===== src/rtl/fetch_bridge_pkg.sv =====
// Shared definitions for the fetch bridge: FSM state encoding and the
// default width constants used by the interface and the bridge itself.
package fetch_bridge_pkg;

  localparam int DEFAULT_DATA_WIDTH      = 32;
  localparam int DEFAULT_ADDRESS_BITS    = 32;
  localparam int DEFAULT_MAX_OUTSTANDING = 4;

  // IDLE: no memory request pending
  // REQ: mem_req high, waiting for mem_ack
  // DRAIN: discarding returns that belong to fetches killed by a flush
  typedef enum logic [1:0] {
    IDLE  = 2'd0,
    REQ   = 2'd1,
    DRAIN = 2'd2
  } state_t;

endpackage


===== src/rtl/fetch_bridge_if.sv =====
// Core-side fetch handshake and memory-side read bus of the fetch bridge.
// The master modport is the bridge's view; the slave modport is the view of
// whatever surrounds it (core plus memory).
interface fetch_bridge_if
  import fetch_bridge_pkg::*;
#(
  parameter int DATA_WIDTH   = DEFAULT_DATA_WIDTH,
  parameter int ADDRESS_BITS = DEFAULT_ADDRESS_BITS
);

  logic                    flush;
  logic                    fetch_read;
  logic [ADDRESS_BITS-1:0] fetch_address_out;
  logic                    fetch_stall;
  logic                    fetch_ready;
  logic                    fetch_valid;
  logic [DATA_WIDTH-1:0]   fetch_data_in;
  logic [ADDRESS_BITS-1:0] fetch_address_in;
  logic                    mem_req;
  logic [ADDRESS_BITS-1:0] mem_addr;
  logic                    mem_ack;
  logic                    mem_rvalid;
  logic [DATA_WIDTH-1:0]   mem_rdata;

  modport master (
    input  flush, fetch_read, fetch_address_out, fetch_stall,
    input  mem_ack, mem_rvalid, mem_rdata,
    output fetch_ready, fetch_valid, fetch_data_in, fetch_address_in,
    output mem_req, mem_addr
  );

  modport slave (
    output flush, fetch_read, fetch_address_out, fetch_stall,
    output mem_ack, mem_rvalid, mem_rdata,
    input  fetch_ready, fetch_valid, fetch_data_in, fetch_address_in,
    input  mem_req, mem_addr
  );

endinterface


===== src/rtl/fetch_bridge_fifo.sv =====
// Small synchronous FIFO with a synchronous clear, used for both the
// in-flight address queue and the response queue of the fetch bridge.
// DEPTH must be a power of two and at least 2. Pushes into a full FIFO and
// pops from an empty FIFO are ignored; clear wins over push and pop.
module fetch_bridge_fifo
  import fetch_bridge_pkg::*;
#(
  parameter int WIDTH = DEFAULT_DATA_WIDTH,
  parameter int DEPTH = DEFAULT_MAX_OUTSTANDING
) (
  input  logic                   clock,
  input  logic                   reset,
  input  logic                   clear,
  input  logic                   push,
  input  logic [WIDTH-1:0]       push_data,
  input  logic                   pop,
  output logic [WIDTH-1:0]       head_data,
  output logic [$clog2(DEPTH):0] count
);

  localparam int PW = $clog2(DEPTH);
  localparam logic [PW:0] FULL_COUNT = (PW+1)'(DEPTH);

  logic [PW:0]      wr_ptr;
  logic [PW:0]      rd_ptr;
  logic [WIDTH-1:0] storage [DEPTH];
  logic             do_push;
  logic             do_pop;

  assign count     = wr_ptr - rd_ptr;
  assign do_push   = push && (count != FULL_COUNT);
  assign do_pop    = pop && (count != '0);
  assign head_data = storage[rd_ptr[PW-1:0]];

  // Pointer update: reset and clear empty the FIFO, otherwise advance on push/pop
  always_ff @(posedge clock or negedge reset) begin
    if (!reset) begin
      wr_ptr <= '0;
      rd_ptr <= '0;
    end else if (clear) begin
      wr_ptr <= '0;
      rd_ptr <= '0;
    end else begin
      if (do_push) wr_ptr <= wr_ptr + 1'b1;
      if (do_pop)  rd_ptr <= rd_ptr + 1'b1;
    end
  end

  // Storage write; contents need no reset because the pointers gate visibility
  always_ff @(posedge clock) begin
    if (do_push && !clear) storage[wr_ptr[PW-1:0]] <= push_data;
  end

endmodule


===== src/rtl/fetch_bridge.sv =====
// Instruction fetch bridge between a core fetch port and an in-order memory
// read bus. Accepts up to MAX_OUTSTANDING fetches, issues them one at a time
// on mem_req/mem_ack, queues returns with their addresses, and drains returns
// of fetches killed by a flush.
// Optional feature: define FETCH_BRIDGE_BYPASS_EN to let a return that finds
// the response queue empty (and the core not stalled) reach the core in the
// same cycle instead of one cycle later.
module fetch_bridge
  import fetch_bridge_pkg::*;
#(
  parameter int DATA_WIDTH      = DEFAULT_DATA_WIDTH,
  parameter int ADDRESS_BITS    = DEFAULT_ADDRESS_BITS,
  parameter int MAX_OUTSTANDING = DEFAULT_MAX_OUTSTANDING
) (
  input logic            clock,
  input logic            reset,
  fetch_bridge_if.master bus
);

  localparam int CW = $clog2(MAX_OUTSTANDING) + 1;
  localparam int RW = ADDRESS_BITS + DATA_WIDTH;

  state_t                  state_q, state_next;
  logic                    mem_req_q, mem_req_next;
  logic [ADDRESS_BITS-1:0] mem_addr_q, mem_addr_next;
  logic [CW-1:0]           outstanding_q, outstanding_next;
  logic [CW-1:0]           drop_q, drop_next;
  logic [CW-1:0]           addr_count;
  logic [CW-1:0]           resp_count;
  logic [ADDRESS_BITS-1:0] addr_head;
  logic [RW-1:0]           resp_head;
  logic                    accept_window;
  logic                    accept;
  logic                    ret_match;
  logic                    bypass_take;
  logic                    resp_push;
  logic                    resp_pop;
  logic                    resp_empty;
  logic                    core_pop;
  logic                    flush_load;

  assign accept_window = (state_q == IDLE) || ((state_q == REQ) && bus.mem_ack);
  assign bus.fetch_ready = reset && accept_window &&
                           (outstanding_q < CW'(MAX_OUTSTANDING)) && !bus.flush;
  assign accept     = bus.fetch_read && bus.fetch_ready;
  assign resp_empty = (resp_count == '0);
  assign ret_match  = bus.mem_rvalid && (state_q != DRAIN) && (addr_count != '0);
  assign flush_load = bus.flush && (state_q != DRAIN);

`ifdef FETCH_BRIDGE_BYPASS_EN
  assign bypass_take = ret_match && resp_empty && !bus.fetch_stall && !bus.flush;
`else
  assign bypass_take = 1'b0;
`endif

  assign resp_push       = ret_match && !bypass_take && !bus.flush;
  assign resp_pop        = !resp_empty && !bus.fetch_stall;
  assign bus.fetch_valid = !resp_empty || bypass_take;
  assign core_pop        = bus.fetch_valid && !bus.fetch_stall;
  assign bus.mem_req     = mem_req_q;
  assign bus.mem_addr    = mem_addr_q;

  fetch_bridge_fifo #(
    .WIDTH(ADDRESS_BITS),
    .DEPTH(MAX_OUTSTANDING)
  ) addr_fifo (
    .clock     (clock),
    .reset     (reset),
    .clear     (flush_load),
    .push      (accept),
    .push_data (bus.fetch_address_out),
    .pop       (ret_match),
    .head_data (addr_head),
    .count     (addr_count)
  );

  fetch_bridge_fifo #(
    .WIDTH(RW),
    .DEPTH(MAX_OUTSTANDING)
  ) resp_fifo (
    .clock     (clock),
    .reset     (reset),
    .clear     (bus.flush),
    .push      (resp_push),
    .push_data ({addr_head, bus.mem_rdata}),
    .pop       (resp_pop),
    .head_data (resp_head),
    .count     (resp_count)
  );

  // Core-facing response: bypassed return, else queue head, else zeros
  always_comb begin
    bus.fetch_data_in    = '0;
    bus.fetch_address_in = '0;
    if (bypass_take) begin
      bus.fetch_data_in    = bus.mem_rdata;
      bus.fetch_address_in = addr_head;
    end else if (!resp_empty) begin
      bus.fetch_data_in    = resp_head[DATA_WIDTH-1:0];
      bus.fetch_address_in = resp_head[RW-1:DATA_WIDTH];
    end
  end

  // Next state, memory request, outstanding and drop counters
  always_comb begin
    state_next       = state_q;
    mem_req_next     = mem_req_q;
    mem_addr_next    = mem_addr_q;
    drop_next        = drop_q;
    outstanding_next = outstanding_q + CW'(accept) - CW'(core_pop);
    if (flush_load) begin
      drop_next        = addr_count - CW'(ret_match);
      outstanding_next = addr_count - CW'(ret_match);
      mem_req_next     = mem_req_q && !bus.mem_ack;
      state_next       = ((addr_count - CW'(ret_match)) == '0) ? IDLE : DRAIN;
    end else begin
      case (state_q)
        IDLE: begin
          if (accept) begin
            state_next    = REQ;
            mem_req_next  = 1'b1;
            mem_addr_next = bus.fetch_address_out;
          end
        end
        REQ: begin
          if (bus.mem_ack) begin
            if (accept) begin
              mem_addr_next = bus.fetch_address_out;
            end else begin
              state_next   = IDLE;
              mem_req_next = 1'b0;
            end
          end
        end
        DRAIN: begin
          if (mem_req_q && bus.mem_ack) mem_req_next = 1'b0;
          if (bus.mem_rvalid && (drop_q != '0)) begin
            drop_next        = drop_q - CW'(1);
            outstanding_next = outstanding_q - CW'(1);
            if (drop_q == CW'(1)) state_next = IDLE;
          end
        end
        default: state_next = IDLE;
      endcase
    end
  end

  // State and counter registers with asynchronous active-low reset
  always_ff @(posedge clock or negedge reset) begin
    if (!reset) begin
      state_q       <= IDLE;
      mem_req_q     <= 1'b0;
      mem_addr_q    <= '0;
      outstanding_q <= '0;
      drop_q        <= '0;
    end else begin
      state_q       <= state_next;
      mem_req_q     <= mem_req_next;
      mem_addr_q    <= mem_addr_next;
      outstanding_q <= outstanding_next;
      drop_q        <= drop_next;
    end
  end

endmodule


===== src/flat_wrapper.sv =====
// flat-port wrapper written by rule: the top's interface ports become plain ports
module fetch_bridge_flat import fetch_bridge_pkg::*;
#(
  parameter int DATA_WIDTH      = DEFAULT_DATA_WIDTH,
  parameter int ADDRESS_BITS    = DEFAULT_ADDRESS_BITS,
  parameter int MAX_OUTSTANDING = DEFAULT_MAX_OUTSTANDING
)
  (clock, reset, bus_flush, bus_fetch_read, bus_fetch_address_out, bus_fetch_stall, bus_mem_ack, bus_mem_rvalid, bus_mem_rdata, bus_fetch_ready, bus_fetch_valid, bus_fetch_data_in, bus_fetch_address_in, bus_mem_req, bus_mem_addr);
  fetch_bridge_if #(.DATA_WIDTH(DATA_WIDTH), .ADDRESS_BITS(ADDRESS_BITS)) bus_i ();
  input logic clock;
  input logic reset;
  input wire logic [$bits(bus_i.flush)-1:0] bus_flush;
  input wire logic [$bits(bus_i.fetch_read)-1:0] bus_fetch_read;
  input wire logic [$bits(bus_i.fetch_address_out)-1:0] bus_fetch_address_out;
  input wire logic [$bits(bus_i.fetch_stall)-1:0] bus_fetch_stall;
  input wire logic [$bits(bus_i.mem_ack)-1:0] bus_mem_ack;
  input wire logic [$bits(bus_i.mem_rvalid)-1:0] bus_mem_rvalid;
  input wire logic [$bits(bus_i.mem_rdata)-1:0] bus_mem_rdata;
  output wire logic [$bits(bus_i.fetch_ready)-1:0] bus_fetch_ready;
  output wire logic [$bits(bus_i.fetch_valid)-1:0] bus_fetch_valid;
  output wire logic [$bits(bus_i.fetch_data_in)-1:0] bus_fetch_data_in;
  output wire logic [$bits(bus_i.fetch_address_in)-1:0] bus_fetch_address_in;
  output wire logic [$bits(bus_i.mem_req)-1:0] bus_mem_req;
  output wire logic [$bits(bus_i.mem_addr)-1:0] bus_mem_addr;
  assign bus_i.flush = bus_flush;
  assign bus_i.fetch_read = bus_fetch_read;
  assign bus_i.fetch_address_out = bus_fetch_address_out;
  assign bus_i.fetch_stall = bus_fetch_stall;
  assign bus_i.mem_ack = bus_mem_ack;
  assign bus_i.mem_rvalid = bus_mem_rvalid;
  assign bus_i.mem_rdata = bus_mem_rdata;
  assign bus_fetch_ready = bus_i.fetch_ready;
  assign bus_fetch_valid = bus_i.fetch_valid;
  assign bus_fetch_data_in = bus_i.fetch_data_in;
  assign bus_fetch_address_in = bus_i.fetch_address_in;
  assign bus_mem_req = bus_i.mem_req;
  assign bus_mem_addr = bus_i.mem_addr;
  fetch_bridge #(.DATA_WIDTH(DATA_WIDTH), .ADDRESS_BITS(ADDRESS_BITS), .MAX_OUTSTANDING(MAX_OUTSTANDING)) u_core (.clock(clock), .reset(reset), .bus(bus_i));
endmodule

===== config.mk =====
export PLATFORM = sky130hd
export DESIGN_NAME = fetch_bridge_flat
export DESIGN_NICKNAME = d
export VERILOG_FILES = /design/src/rtl/fetch_bridge_pkg.sv /design/src/rtl/fetch_bridge_if.sv /design/src/rtl/fetch_bridge_fifo.sv /design/src/rtl/fetch_bridge.sv /design/src/flat_wrapper.sv
export SDC_FILE = /design/constraint.sdc
export NUM_CORES = 1
export LEC_CHECK = 0
export CAP_MARGIN = 20
export CORE_ASPECT_RATIO = 0.8
export CORE_UTILIZATION = 45
export DETAILED_ROUTE_END_ITERATION = 6
export HOLD_SLACK_MARGIN = 0.1
export PLACE_DENSITY_LB_ADDON = 0.15
export SETUP_SLACK_MARGIN = 0.15
export SYNTH_ARGS = -nofsm -noshare
export SYNTH_HDL_FRONTEND = slang
export SYNTH_HIERARCHICAL = 1
export SYNTH_SLANG_ARGS = --single-unit

===== constraint.sdc =====
create_clock -name clock -period 10.3 [get_ports clock]
set_input_delay 1.03 -clock clock [delete_from_list [all_inputs] [get_ports clock]]
set_output_delay 1.03 -clock clock [all_outputs]
set_load 0.005 [all_outputs]

**Yosys cells after proc, flatten, opt, wreduce, memory -nomap -nowiden**

Memories as Yosys holds them, arrays and structs flattened.
Cells that the tools add are included.

- Bitwise operators: 1
- Equal/unequal tests: 13
- Muxes and demuxes: 37
- Reduce and logical (&&, ||, !) cells: 43
- Order comparisons: 1
- Add/subtract/negate cells: 11

Operators by type and width:

| kind | number |
|---|---|
| 32-bit two-way mux | 4 |
| 32-bit one-hot mux with 2 select lines | 1 |
| 3-bit two-way mux | 14 |
| 1-bit logical AND | 19 |
| 2-bit two-way mux | 7 |
| 2-bit nonzero test | 7 |
| 3-bit by 1-bit adder with 3-bit output (second input constant) | 4 |
| 3-bit by 2-bit inequality test with 1-bit output (second input constant) | 4 |
| 3-bit inequality test (second input constant) | 4 |
| 5-bit AND reduction | 2 |
| 1-bit two-way mux | 9 |
| 3-bit nonzero test | 3 |
| 3-bit zero test | 2 |
| 2-bit one-hot mux with 3 select lines | 1 |
| 3-bit by 1-bit subtractor with 3-bit output | 2 |
| 3-bit by 1-bit subtractor with 3-bit output (second input constant) | 2 |
| 3-bit subtractor | 2 |
| 1-bit zero test | 5 |
| 2-bit inequality test (second input constant) | 2 |
| 4-bit nonzero test | 1 |
| 3-bit by 1-bit adder with 3-bit output | 1 |
| 3-bit by 1-bit == test with 1-bit output (second input constant) | 1 |
| 3-bit < comparator (second input constant) | 1 |
| 1-bit one-hot mux with 3 select lines | 1 |
| 7 further kinds | 7 |

- Logic and storage cells: 117
- Bits in writable memories: 384
- Memories kept: 2
- Register bits after elaboration: 53
- Output and inout bits: 99

Memories:

| name | words | bits a word | rd ports | clocked after Yosys merged registers in | write ports | line | source |
|---|---|---|---|---|---|---|---|
| u_core.resp_fifo.storage | 4 | 64 | 1 | 0 | 1 | fetch_bridge_fifo.sv:26 | `logic [WIDTH-1:0] storage [DEPTH];` |
| u_core.addr_fifo.storage | 4 | 32 | 1 | 0 | 1 | fetch_bridge_fifo.sv:26 |  |

**Depth between registers and ports, before layout**

Gate-level depths: netlist (run 1).

- Word-level depth: 12
- Depth in mapped cells: 16
- Mapped depth without buffers: 15

**Cells and area by module**

The synthesis (run 1) kept the hierarchy.

Modules (own cells, without submodules):

| module | cells each | area an instance (um2) | seq. area each (um2) | instances |
|---|---|---|---|---|
| fetch_bridge_fifo (u_core.resp_fifo) | 386 | 9698.1 | 7837.5 | 1 |
| fetch_bridge_fifo (u_core.addr_fifo) | 218 | 5122.4 | 3993.8 | 1 |
| fetch_bridge | 232 | 2471.1 | 1026.0 | 1 |

**Worst setup path before layout (run 1)**

Ideal clock, no wire load.

- Kind: reg2reg
- From: register u_core.addr_fifo.wr_ptr[0]
- To: memory u_core/resp_fifo/storage[0][0] (netlist name) (enable)
- Clock period less this slack: 7.303 ns
- Slack: 2.997 ns
- Cell stages (with the launch flop): 10
- Arrival time: 6.725 ns
- Path through: dfrtp_1 inv_1 ha_1 fa_1 xnor3_2 inv_2 nor3_1 nor4_1 o21ai_0 nor3b_1

- Cells in the longest elaborated chain, start to end: 8

RTL lines:

| item | line | source |
|---|---|---|
| from (decl) | fetch_bridge_fifo.sv:24 | `logic [PW:0] wr_ptr;` |
| from (signal assigned) | fetch_bridge_fifo.sv:44 | `if (do_push) wr_ptr <= wr_ptr + 1'b1;` |
| 3-bit subtractor | fetch_bridge_fifo.sv:30 | `assign count = wr_ptr - rd_ptr;` |
| named net u_core.addr_count[2] | fetch_bridge.sv:28 | `logic [CW-1:0] addr_count;` |
| 3-bit nonzero test | fetch_bridge.sv:47 | `assign ret_match = bus.mem_rvalid && (state_q != DRAIN) && (addr_count != '0);` |
| 1-bit logical AND | fetch_bridge.sv:47 |  |
| 1-bit logical AND | fetch_bridge.sv:56 | `assign resp_push = ret_match && !bypass_take && !bus.flush;` |
| named net u_core.resp_push | fetch_bridge.sv:36 | `logic resp_push;` |
| 1-bit logical AND | fetch_bridge_fifo.sv:31 | `assign do_push = push && (count != FULL_COUNT);` |
| 1-bit logical AND | fetch_bridge_fifo.sv:51 | `if (do_push && !clear) storage[wr_ptr[PW-1:0]] <= push_data;` |
| 1-bit two-way mux | fetch_bridge_fifo.sv:51 |  |
| 1-bit two-way mux (not written as such) | fetch_bridge_fifo.sv:51 |  |
| to (decl) | fetch_bridge_fifo.sv:26 |  |

The timed path passes the listed nets, and every way through them passes these cells.

**Final worst setup path (run 1)**

- From: register u_core.resp_fifo.rd_ptr[1]
- To: output port bus_fetch_data_in[24]

- Cells in the longest elaborated chain, start to end: 3
- Elaborated cells between the ends (all ways): 4
- Classes of those cells: add/sub (1); mux (1); reduce/logical (1); memory (1)

RTL lines:

| item | line | source |
|---|---|---|
| from (decl) | fetch_bridge_fifo.sv:25 | `logic [PW:0] rd_ptr;` |
| from (signal assigned) | fetch_bridge_fifo.sv:45 | `if (do_pop) rd_ptr <= rd_ptr + 1'b1;` |
| 3-bit subtractor | fetch_bridge_fifo.sv:30 |  |
| named net u_core.resp_count[2] | fetch_bridge.sv:29 | `logic [CW-1:0] resp_count;` |
| 3-bit zero test | fetch_bridge.sv:46 | `assign resp_empty = (resp_count == '0);` |
| 32-bit two-way mux | fetch_bridge.sv:98 | `end else if (!resp_empty) begin` |
| to (decl) | flat_wrapper.sv:21 | `output wire logic [$bits(bus_i.fetch_data_in)-1:0] bus_fetch_data_in;` |

The timed path passes the listed nets, and every way through them passes these cells.

==> run summary, run 1 <==
The run finished with clean final reports. Detailed placement ended at an HPWL of 19100 um. The floorplan has 63 rows. The number of flip-flops in the largest register is 256, and the total of max-cap violations is 0. The average routed wire per standard cell was 21.3 um. In this run the remaining antenna-violating nets after routing total 0. The post-synthesis cell type with the largest combined area is edfxtp_1. The clock tree synthesis step divided the H-tree into 2 levels. The clock drives 437 sinks. Setup repair after global routing left no endpoint under its margin. Clock tree synthesis inserted a total of 43 buffers. The detailed-route vias per instance was 5.30. The logs give 29.1% for the worst slew margin relative to its limit and 6 for the yosys synthesis warning count.

Number of I/O pins: 170. TritonCTS built the clock tree. The worst hold path belongs to the class register to register. The average size of a mapped cell is 20.7 um2, and the post-layout instance area is 21000 um2.

The share of the cycle needed by the critical path after routing works out to 48.9%. The layer flagged by global routing as most heavily used is met2. Of all flip-flops after synthesis, the portion carrying an async set or reset was 12.1%. The initial antenna violation count is 1, and the total global routing overflow is 0. The fraction of layout instances using a drive strength above 1 is 22.1%, and the maximum fanout along the worst path is 67.

The tools report the met3 layer usage reported by global route as 3.15%. The top cell types in the final layout, fill and taps aside, are edfxtp_1 (384), clkdlybuf4s50_1 (168), mux4_2 (96). The kind of start point of the critical path was a register.

After technology mapping, the gate count stands at 836. By startpoint and endpoint, the worst setup path is classified as register to primary output. Counting flops and latches in the post-synthesis netlist gives 437.

In this run, distinct cell masters in the synthesized netlist total 56. Yosys attributes the largest share of cell area to edfxtp_1 (67%), mux4_2 (13%), dfrtp_1 (7.7%). The number of buffers inserted by post-CTS setup repair was 0.

For the number of nets in the layout, the log shows 1127. The die is 221 um wide. The logs give 9.27 ns for the required time at the worst-slack endpoint and 24.0% for the met1 track demand over resource. The area growth from synthesis to layout is 21.5%.

For the peak clock frequency supported by timing, the log shows 199 MHz. The number of enable flip-flop cells after synthesis is 384, and the number of setup violations in the final report is 0. STA classifies the critical path endpoint as a primary output. The congestion estimate from routability-driven global placement came to 0.746.

The run gives 51700 um as the wire length of the first global-routing pass. The number of gates resized after CTS was 0; the vertical die dimension was 177 um. The slew at the pin with the worst max-slew slack works out to 1.06 ns.

The initial utilization of the core area, before any placement, comes to 46.2%. Buffers inserted to repair hold after CTS numbered 0. The minimum period implied by the final worst setup slack was 5.04 ns; the max-slew violation total from the final report was 0.

For the pin count of the biggest net entering global routing, the log shows 68. The longest clock path from root to sink contains 3 buffers. For this block, the routed nets add up to 33000 um of wire. In this run the static leakage power is 6.93 nW. In this run the cell area measured after placement is 19600 um2. The run gives 5 as the first-pass detailed-route iteration total. The area share of the leading cell type in the synthesized netlist is 66.7%, and the number of endpoints with negative hold slack in the final report is 0. The tools report the via count of the first global-routing pass as 8737.

In this run the power density over the cells is 197 nW/um2. The worst endpoint data arrival time is 4.01 ns, and the overall via count from detail_route is 8214. The number of nets handed over by synthesis was 933. Register area share after synthesis: 74.4%.

The later pin in the worst-skew pair is clocked with a latency of 0.54 ns. The met2 global-route usage came out at 28.7%. The die covers 39200 um2. For the maximum clock skew at final layout, the log shows 0.0121 ns. Most common cell after layout, fill and taps aside: edfxtp_1. The worst-case IR drop observed on VDD is 0.000124 V. In this run, the number of DRC markers left after iteration 0 of detailed routing was 546. Global routing consumed, over all layers together, 17.5% of the routing resources. The most used flip-flop cell after synthesis was edfxtp_1. The clock-pin transition on the worst setup and hold timing paths is 0.06 ns, and the fill cell total of the finished layout is 2856. The core region is 37400 um2. In the routed design, unresolved DRC markers number 0. Summed over all failing endpoints, the final setup total negative slack is 0 ns. Root cell of the clock tree: clkbuf_16. In this run the tool buffered the top-level ports with 169 buffer cells. The mapped netlist covers 17300 um2.
[layer usage]
| layer | up-vias | share of wire, % |
|---|---|---|
| li1 | 3717 | - |
| met1 | 4260 | 46 |
| met2 | 187 | 48 |
| met3 | 50 | 4.0 |
| met4 | 0 | 2.1 |
| met5 | - | 0 |
[report_power, final]
part	switching (mW)	internal [mW]	leakage, nW
combinational	0.203	0.283	2.12
clock	0.629	0.948	0.695
sequential	0.0471	2.03	4.11
total	0.879	3.26	6.93
[final cells by class]
cell class / instances / area [um2] / share of cell area [%]
Sequential cell: 437 / 12900 / 61.2
Multi-Input combinational cell: 339 / 4200 / 20.0
Clock buffer: 64 / 1220 / 5.83
Clock inverter: 14 / 199 / 0.947
Tap cell: 487 / 609 / 2.90
Timing Repair Buffer: 184 / 1810 / 8.62
Antenna cell: 1 / 2.50 / 0.0119
Inverter: 25 / 93.8 / 0.447
[logic make-up (layout without fill, tap and decap cells)]
kind of cell               Yosys count  count (layout)  share of synthesized area, %
other                                0               1                             0
buffers and inverters               60             287                          1.58
AOI/OAI and AO/OA                   29              29                          1.32
xor gates and xnor gates             6               6                         0.470
DFF                                437             437                          74.4
and+or+nand+nor                    137             137                          4.80
adders and majority gates           26              26                          2.01
muxes                              141             141                          15.5
[cells in the mapped netlist (2+ instances only)]
| cell | number |
|---|---|
| a21boi_2 | 2 |
| o221ai_1 | 2 |
| inv_1 | 24 |
| buf_4 | 3 |
| mux2i_1 | 5 |
| xor2_1 | 3 |
| mux4_2 | 96 |
| ha_1 | 23 |
| buf_1 | 5 |
| nor3_1 | 3 |
| mux2_1 | 4 |
| nand3_1 | 7 |
| nor2_1 | 12 |
| fa_1 | 3 |
| nor2b_1 | 8 |
| mux2_2 | 33 |
| mux2_4 | 3 |
| clkbuf_1 | 13 |
| nand2b_1 | 11 |
| o21ai_0 | 3 |
| buf_6 | 3 |
| buf_2 | 11 |
| and2_1 | 66 |
| or3_1 | 3 |
| nand2_1 | 11 |
| edfxtp_1 | 384 |
| a21oi_1 | 5 |
| nor3b_1 | 8 |
| nor4b_1 | 2 |
| dfrtp_1 | 53 |
| o2bb2ai_1 | 2 |
[critical path, cell delays in order, from the launching register on]
cell and delay [ns]:
dfrtp_4 0.84, fa_1 0.62, xnor3_1 0.31, inv_1 0.05, or3_2 0.72, buf_12 0.27
and2_1 0.20, clkdlybuf4s50_1 0.44
[through the flow]
step | instances | util (%) | hold WS, ns | total power [mW] | setup slack [ns]
floorplan | 836 | - | 0.479 | 2.34 | 3.00
global placement | 1471 | 52.3 | 0.468 | 2.59 | 5.57
detailed placement | 1471 | 52.3 | 0.474 | 2.60 | 5.45
CTS | 1549 | 56.1 | 0.487 | 4.19 | 4.97
global route | 1550 | 56.1 | 0.510 | 4.30 | 5.04
finish | 1551 | 56.1 | 0.484 | 4.14 | 5.26
[final timing paths]
check / startpoint / endpoint / slack, ns / cells past startpoint
worst max-delay path: u_core/resp_fifo/rd_ptr[1] / bus_fetch_data_in[24] / 5.26 / 7
worst min-delay path: u_core/bus.mem_addr[17] / u_core/bus.mem_addr[17] / 0.48 / 1
worst max register to register: u_core/addr_fifo/rd_ptr[1] / u_core/resp_fifo/storage[2][22] / 5.49 / 8
worst min register to register: u_core/bus.mem_addr[17] / u_core/bus.mem_addr[17] / 0.48 / 1
max in group asynchronous: reset / u_core/resp_fifo/rd_ptr[0] / 8.92 / 2
min in group asynchronous: reset / u_core/addr_fifo/wr_ptr[1] / 0.78 / 2
Note: power is estimated with default switching activity, not from simulation.
==> run 2: changes to the inputs <==
Clock period 10.3 ns to 4.6 ns, I/O delays scaled along.
==> run summary, run 2 (synthesis gave the netlist of run 1 again) <==
By startpoint and endpoint, the worst setup path is classified as register to primary output. Once detail routing completed, the nets flagged for antenna violations numbered 0. The clock tree synthesis step divided the H-tree into 2 levels.

The total global routing overflow is 0. The detailed-route vias per instance is 5.35. The flow ran to the end, and the final reports show no timing, DRC or antenna violations. The root cell of the clock tree was clkbuf_16. Max-slew violation total from the final report: 0.

The via count of the first global-routing pass came out at 8878. The kind of start point of the critical path is a register. The library cells used most frequently in the layout, excluding fill and tap cells, are edfxtp_1 (384), clkdlybuf4s50_1 (168), mux4_2 (96). The worst hold path belongs to the class input port to asynchronous set/reset pin.

The tools report the overall via count from detail_route as 8329. The floorplan has 63 rows. The total of max-cap violations came out at 0.

Overall power consumption after layout is estimated at 9.13 mW. The worst endpoint data arrival time is 3.56 ns. The tools report the sum of routed wire length over all layers as 33200 um. Number of I/O pins: 170. The first global-routing pass estimated 51400 um of wire. The logs give 0.000275 V for the peak supply drop and 0.0161 ns for the maximum clock skew at final layout. At the end of routability-driven placement, the weighted congestion stood at 0.726. Static timing analysis puts the maximum clock frequency at 249 MHz. Leaving out fill and tap cells, the most frequent cell in the layout is edfxtp_1. For the final routed database, the setup TNS stands at 0 ns. The total DRC errors in the routed layout was 0. The core box area was 37400 um2; the maximum fanout along the worst path was 65.

For this design the static power due to leakage is 6.99 nW. The first routing iteration left 470 violations. The worst setup path is captured at a primary output. The count of buffers added on input and output ports is 169. From left edge to right edge, the die measures 221 um. Dividing the detail-routed wire length by the instance count gives 21.3 um.

The vertical die dimension works out to 177 um. The area added between synthesis and finish is 22.0%. For the pin with the worst max-slew slack, the measured transition is 1.01 ns. Detailed placement ended at an HPWL of 19700 um. Global routing consumed, over all layers together, 17.3% of the routing resources. 0 antenna diodes ended up in the layout. The first-pass detailed-route iteration total was 5.

The worst slew margin relative to its limit was 32.6%; the number of buffers inserted by post-CTS setup repair was 0. The tools report the number of endpoints with negative hold slack in the final report as 0. Setup repair after global routing left no endpoint under its margin.

Once layout is complete, the cells apart from fillers number 1558. Setup violations remaining at the end of the flow were counted as 0. The logs give 4.14 ns for the required time at the worst-slack endpoint and 43 for the number of CTS-inserted buffers.

Dividing the final minimum period by the clock period gives 87.3%. The initial antenna violation count is 0, and the clock-pin transition on the worst setup and hold timing paths is 0.06 ns. The register with the most flip-flops in the layout has 256 of them.

The maximum clock insertion buffer count came out at 3. The fraction of layout instances using a drive strength above 1 was 22.9%. Counting the fill cells in the layout gives 2877. In this run the power density over the cells is 433 nW/um2. The pin count of the biggest net entering global routing was 67.

For the starting density of the core, the log shows 46.2%. The total clock sinks is 437. TritonCTS built the clock tree. The floorplan step defined a die boundary enclosing 39200 um2. The minimum period implied by the final worst setup slack was 4.02 ns. After the last flow step, the layout net total stands at 1136. At the later pin of the worst-skew pair, clock insertion delay measures 0.53 ns. Counting tap cells, the placed design contains a total of 1480 instances.
run 2: area by class of cell:
class | instances | area, um2 | share of cell area [%]
inverter | 25 | 93.8 | 0.445
timing repair buffer | 193 | 1930 | 9.16
tap | 487 | 609 | 2.89
multi-input combinational | 339 | 4230 | 20.0
sequential | 437 | 12900 | 61.0
clock buffer | 50 | 1110 | 5.27
clock inverter | 27 | 249 | 1.18
run 2: stage by stage:
step,area [um2],setup WS [ns],util [%],hold WS [ns]
after global placement,19700,0.998,52.7,0.470
after CTS,21100,0.544,56.3,0.440
final,21100,0.584,56.3,0.433
after global routing,21100,0.367,56.3,0.476
after floorplan,17300,-0.542,-,0.164
after detailed placement,19700,0.842,52.7,0.478
run 2: final timing paths:
kind | from | endpoint | slack, ns | depth (start not counted)
hold / removal | reset | u_core/addr_fifo/wr_ptr[1] | 0.43 | 2
max in group asynchronous | reset | u_core/addr_fifo/rd_ptr[0] | 3.13 | 3
hold reg to reg | u_core/bus.mem_addr[17] | u_core/bus.mem_addr[17] | 0.49 | 1
setup / recovery | u_core/resp_fifo/wr_ptr[0] | bus_fetch_address_in[0] | 0.58 | 9
min in group clock | u_core/bus.mem_addr[17] | u_core/bus.mem_addr[17] | 0.49 | 1
setup reg to reg | u_core/resp_fifo/wr_ptr[0] | u_core/outstanding_q[2] | 0.80 | 15
run 2: layer usage:
layer	part of all wire, %	track usage [%]	wire length [um]
met1	45	24.0	15000
met5	0	0	0
met3	4.8	3.05	1610
met4	1.7	4.46	561
met2	48	28.5	16100
run 2: worst max-delay path, stage by stage, from the launching register on:
cell	delay, ns
dfrtp_1	0.40
inv_1	0.11
ha_1	0.22
fa_1	0.40
xnor3_1	0.30
inv_1	0.05
or3_2	0.48
buf_4	0.33
and2_1	0.25
clkdlybuf4s50_1	0.44
run 2: where the power goes:
group          internal, mW  total, mW  switching [mW]
Combinational         0.642       1.10           0.461
Sequential             4.54       4.65           0.114
Clock                  1.96       3.38            1.41
run 2: repair_timing:
item,CTS,global route
hold buffers,1,0
hold endpoints to repair,15,0
resized for setup,0,0
